===== config.mk =====
export PLATFORM = sky130hd
export DESIGN_NAME = seg_scan_driver
export DESIGN_NICKNAME = d
export VERILOG_FILES = /design/src/rtl/seg_scan_driver.sv
export SDC_FILE = /design/constraint.sdc
export NUM_CORES = 1
export LEC_CHECK = 0
export CORE_MARGIN = 3
export CORE_UTILIZATION = 50
export CTS_BUF_LIST = sky130_fd_sc_hd__clkbuf_8 sky130_fd_sc_hd__clkbuf_16
export DETAILED_ROUTE_END_ITERATION = 7
export GPL_TIMING_DRIVEN = 1
export PLACE_DENSITY = 0.77
export SYNTH_ARGS = -nofsm -noshare
export SYNTH_HDL_FRONTEND = slang
export SYNTH_SLANG_ARGS = --single-unit

===== constraint.sdc =====
create_clock -name clk -period 2.6 [get_ports clk]
set_clock_uncertainty 0.1 [all_clocks]
set_input_delay 0.26 -clock clk [delete_from_list [all_inputs] [get_ports clk]]
set_output_delay 0.26 -clock clk [all_outputs]
set_load 0.05 [all_outputs]

===== src/rtl/seg_scan_driver.sv =====
// Multiplexed N-digit common-anode 7-segment scan driver with frame-synchronous update.
// Optional: define SEG_LEAD_ZERO_BLANK_EN to compile in leading-zero suppression.
module seg_scan_driver #(
    parameter int DIGITS   = 4,
    parameter int SCAN_DIV = 100000,
    parameter int GUARD    = 2
) (
    input  logic                  clk,
    input  logic                  rst_n,
    input  logic [4*DIGITS-1:0]   value,
    input  logic                  load,
    input  logic [DIGITS-1:0]     dp_in,
    input  logic                  blank,
    output logic [6:0]            seg,
    output logic                  dp,
    output logic [DIGITS-1:0]     an,
    output logic                  frame
);

    localparam int CW = (SCAN_DIV > 1) ? $clog2(SCAN_DIV) : 1;
    localparam int IW = (DIGITS > 1) ? $clog2(DIGITS) : 1;
    localparam int VW = 4 * DIGITS;

    localparam logic [CW-1:0] CNT_LAST = CW'(SCAN_DIV - 1);
    localparam logic [IW-1:0] IDX_LAST = IW'(DIGITS - 1);
    localparam logic [CW-1:0] GUARD_C  = CW'(GUARD);

    logic [CW-1:0]     cnt;
    logic [IW-1:0]     idx;
    logic [VW-1:0]     pend;
    logic              pend_v;
    logic [VW-1:0]     disp;

    logic              cnt_last;
    logic              boundary;
    logic              guard_on;
    logic              sup_cur;
    logic              lit;
    logic [3:0]        nib;

    logic [6:0]        seg_d;
    logic              dp_d;
    logic [DIGITS-1:0] an_d;

    function automatic logic [6:0] decode(input logic [3:0] h);
        logic [6:0] s;
        unique case (h)
            4'h0: s = 7'b0000001;
            4'h1: s = 7'b1001111;
            4'h2: s = 7'b0010010;
            4'h3: s = 7'b0000110;
            4'h4: s = 7'b1001100;
            4'h5: s = 7'b0100100;
            4'h6: s = 7'b0100000;
            4'h7: s = 7'b0001111;
            4'h8: s = 7'b0000000;
            4'h9: s = 7'b0001100;
            4'hA: s = 7'b0001000;
            4'hB: s = 7'b1100000;
            4'hC: s = 7'b0110001;
            4'hD: s = 7'b1000010;
            4'hE: s = 7'b0110000;
            4'hF: s = 7'b0111000;
        endcase
        return s;
    endfunction

    assign cnt_last = (cnt == CNT_LAST);
    assign boundary = cnt_last && (idx == IDX_LAST);
    assign guard_on = (cnt < GUARD_C);
    assign nib      = disp[{idx, 2'b00} +: 4];

`ifdef SEG_LEAD_ZERO_BLANK_EN
    logic [DIGITS-1:0] sup;

    // A digit is dark while it and every digit to its left are zero
    always_comb begin
        logic nz;
        nz  = 1'b0;
        sup = '0;
        for (int i = DIGITS - 1; i > 0; i--) begin
            nz     = nz | (disp[4*i +: 4] != 4'h0);
            sup[i] = ~nz;
        end
    end

    assign sup_cur = sup[idx];
`else
    assign sup_cur = 1'b0;
`endif

    assign lit = ~blank & ~guard_on & ~sup_cur;

    // Slot timing: cnt runs every cycle, idx steps at each slot end
    always_ff @(posedge clk or negedge rst_n) begin
        if (!rst_n) begin
            cnt <= '0;
            idx <= '0;
        end else if (cnt_last) begin
            cnt <= '0;
            idx <= (idx == IDX_LAST) ? '0 : idx + 1'b1;
        end else begin
            cnt <= cnt + 1'b1;
        end
    end

    // Pending value is only promoted to the display at a frame boundary
    always_ff @(posedge clk or negedge rst_n) begin
        if (!rst_n) begin
            pend   <= '0;
            pend_v <= 1'b0;
            disp   <= '0;
        end else if (boundary) begin
            if (load) begin
                disp   <= value;
                pend_v <= 1'b0;
            end else if (pend_v) begin
                disp   <= pend;
                pend_v <= 1'b0;
            end
        end else if (load) begin
            pend   <= value;
            pend_v <= 1'b1;
        end
    end

    // Next-cycle anode, segment and decimal point for the current slot
    always_comb begin
        an_d  = '1;
        seg_d = 7'b1111111;
        dp_d  = 1'b1;
        if (lit) begin
            an_d[idx] = 1'b0;
            seg_d     = decode(nib);
            dp_d      = ~dp_in[idx];
        end
    end

    // Output register stage
    always_ff @(posedge clk or negedge rst_n) begin
        if (!rst_n) begin
            seg   <= 7'b1111111;
            dp    <= 1'b1;
            an    <= '1;
            frame <= 1'b0;
        end else begin
            seg   <= seg_d;
            dp    <= dp_d;
            an    <= an_d;
            frame <= boundary;
        end
    end

endmodule

==> impl_metrics.env, run 1 <==
export IMPL_status="completed"
export IMPL_routedWlPerCell_um=15.3
export IMPL_regToRegEndpoint="pend[12]"
export IMPL_grtUsageTotal_pct=17.5
export IMPL_synth_area_um2=3230
export IMPL_avgSynthCellArea_um2=12.9
export IMPL_cp_end_kind="flop"
export IMPL_rsz0062_at_grt="no"
export IMPL_cp_data_arrival_time_ns=2.54
export IMPL_grt_pass1_wl_um=9940
export IMPL_slew_headroom_pct=34.8
export IMPL_endpoint="pend[12]"
export IMPL_die_h_um=86.4
export IMPL_final_hold_viol_count=0
export IMPL_r2r_start="cnt[13]"
export IMPL_drive_gt1_share_pct=32.7
export IMPL_peakVddDrop_mv=0.384
export IMPL_cts_resized_gates=0
export IMPL_met1_length_um=2730
export IMPL_grt_pass1_vias=2070
export IMPL_synth_top_area_share_pct=41.1
export IMPL_synth_most_common_cell="dfrtp_1"
export IMPL_ys_ff_latch=65
export IMPL_min_period_ns=2.41
export IMPL_yosysUniqueCellTypes=44
export IMPL_clockRootBuffer="clkbuf_8"
export IMPL_cts_clk_slew_worst_paths_ns=0.07
export IMPL_synth_commonest_cells="53 x dfrtp_1, 40 x mux2_2, 16 x nand2_1"
export IMPL_critPathLaunch="cnt[13]"
export IMPL_die_w_um=86.4
export IMPL_die_area_um2=7460
export IMPL_h_tree_depth=3
export IMPL_syn2layout_area_growth_pct=21.0
export IMPL_setup_viol=0
export IMPL_yosysSeqAreaShare_pct=50.8
export IMPL_p_leak_nw=1.67
export IMPL_tritoncts="yes"
export IMPL_firstDrtPassIters=4
export IMPL_num_vias=2059
export IMPL_hold_class="flop to flop"
export IMPL_place_worst_setup_slack_ns=0.195
export IMPL_min_path_cells=1
export IMPL_clock_sinks=65
export IMPL_worstSetupStartpointType="flop"
export IMPL_crit_type="flop to flop"
export IMPL_setup_tns_ns=0
export IMPL_clk_path_buf_depth=2
export IMPL_routed_wl_um=5770
export IMPL_grt_overflow_total=0
export IMPL_rows=28
export IMPL_antenna_diode_count=0
export IMPL_numCtsBuffers=9
export IMPL_avgViaCountPerCell=5.45
export IMPL_top_layer="met4"
export IMPL_wl_met3_um=224
export IMPL_antenna_found_initial=0
export IMPL_critPathRequiredTime_ns=2.73
export IMPL_num_io_pins=37
export IMPL_synth_area_leaders="dfrtp_1 41%, mux2_2 14%, dfstp_2 9.8%"
export IMPL_path_max_fanout=16
export IMPL_drtAntennaViolNets=0
export IMPL_dp_hpwl_um=4120
export IMPL_synth_edf_count=0
export IMPL_final_nets=333
export IMPL_synth_top_area_cell="dfrtp_1"
export IMPL_portBuffers=36
export IMPL_max_cap_violations=0
export IMPL_layout_setup_ws_ns=0.188
export IMPL_powerDensity_nw_per_um2=547
export IMPL_r2r_worst_path_cells=5
export IMPL_fp_coreArea_um2=6100
export IMPL_post_route_drc_count=0
export IMPL_drtIter0Drc=121
export IMPL_clock_fmax_mhz=415
export IMPL_synth_ff_type="dfrtp_1"
export IMPL_fin_crit_sh_pct=92.8
export IMPL_synth_async_sr_flop_share_pct=100
export IMPL_clk_latency_ns=0.35
export IMPL_place_gp_congestion=0.818
export IMPL_wl_met2_um=2730
export IMPL_reg2reg_setup_slack_ns=0.19
export IMPL_synth_fp_nets=285
export IMPL_grt_max_degree=34
export IMPL_start_util_pct=53.0
export IMPL_tightest_slew_ns=0.966
export IMPL_yosysWarningCount=0
export IMPL_netlist_instances=250
export IMPL_slew_viol_final=0
[worst min path at each step]
stage	startpoint	slack, ns	to
floorplan	rst_n	-0.14	cnt[0]
global placement	rst_n	0.26	pend[10]
detailed placement	rst_n	0.27	pend[10]
CTS	cnt[0]	0.38	cnt[0]
global route	disp[5]	0.42	disp[5]
finish	cnt[0]	0.37	cnt[0]
[metal layers]
metal	vias to the layer above	GRT usage, %
met5	-	0
met4	0	8.92
met3	7	3.99
met2	40	26.2
met1	1024	23.9
li1	988	-
[cells by family (layout without fill, tap and decap cells)]
kind of cell | count (synthesis) | after routing | synth area share [%]
AOI/OAI and AO/OA | 20 | 20 | 4.42
xor gates and xnor gates | 13 | 13 | 3.52
adders and majority gates | 11 | 11 | 4.26
buffers and inverters | 20 | 73 | 3.37
DFF | 65 | 65 | 50.8
muxes | 57 | 57 | 22.7
and+or+nand+nor | 64 | 64 | 10.9
[power breakdown]
part	leakage, nW	total (W)	switching, W	internal, W
Sequential	0.811	0.00106	0.0000148	0.00105
Combinational	0.746	0.000189	0.0000841	0.000105
Clock	0.115	0.000888	0.000375	0.000513
Total	1.67	0.00214	0.000474	0.00167
[critical path: stages (launching register included)]
cell and delay, ns:
dfrtp_1 0.42, or4_4 0.56, or2_4 0.29, o41a_1 0.45
buf_12 0.18, mux2_4 0.30
[metrics by stage]
| stage | area (µm²) | hold slack (ns) | total power (W) | std cells | utilization, % |
|---|---|---|---|---|---|
| 6_report | 3910 | 0.373 | 0.00214 | 378 | 64.1 |
| 5_1_grt | 3910 | 0.418 | 0.00224 | 378 | 64.1 |
| 4_1_cts | 3910 | 0.377 | 0.00217 | 378 | 64.1 |
| 3_5_place_dp | 3690 | 0.266 | 0.00127 | 361 | 60.6 |
| 3_3_place_gp | 3690 | 0.263 | 0.00127 | 361 | 60.6 |
| 2_1_floorplan | 3230 | -0.136 | 0.00118 | 250 | - |
[layout make-up]
| cell class | count | area [µm²] |
|---|---|---|
| clock buffers | 12 | 165 |
| flip-flops and latches | 65 | 1640 |
| well taps | 75 | 93.8 |
| repair buffers | 46 | 445 |
| multi-input cells | 165 | 1480 |
| fillers | 504 | 2190 |
| clock inverters | 4 | 42.5 |
| inverters | 11 | 41.3 |
[sequential cells by signal, indices dropped and copies added (netlist names)]
signal  cells
seg         7
idx         2
frame       1
disp       16
an          4
pend_v      1
cnt        17
pend       16
dp          1
[cell usage in the layout (no fill, tap or decap), types with 2 or more instances in the layout]
master           synthesis  routed
nor2b_1                  3       3
clkbuf_8                 1      12
nand2b_1                 2       2
inv_1                   11      13
dfstp_2                 12      12
mux4_2                   5       5
nand2_1                 16      16
clkdlybuf4s50_1          0      35
mux2_2                  40      40
o21ai_0                  2       2
buf_4                    0       8
o221ai_1                 4       4
nor4_1                   3       3
nor3_1                   6       6
nand4_1                  6       6
dfrtp_1                 53      53
mux2_4                  10      10
nand3_1                  3       3
nor2_1                  12      12
a211oi_1                 2       2
xnor2_1                 12      12
ha_1                    11      11
a21oi_1                  6       6
or3_1                    2       2
or2_2                    2       2
[timing repair]
action,4_1_cts,5_1_grt
hold buffers,1,0
endpoints found under the hold margin,26,0
setup endpoints to repair,0,0
buffers inserted,0,0
(Power assumes the default switching activity.)
==> run 2: changes to the inputs <==
- TNS_END_PERCENT: unset -> 100
==> results of run 2 <==
No change in the layout: final DEF, timing and power equal those of run 1.
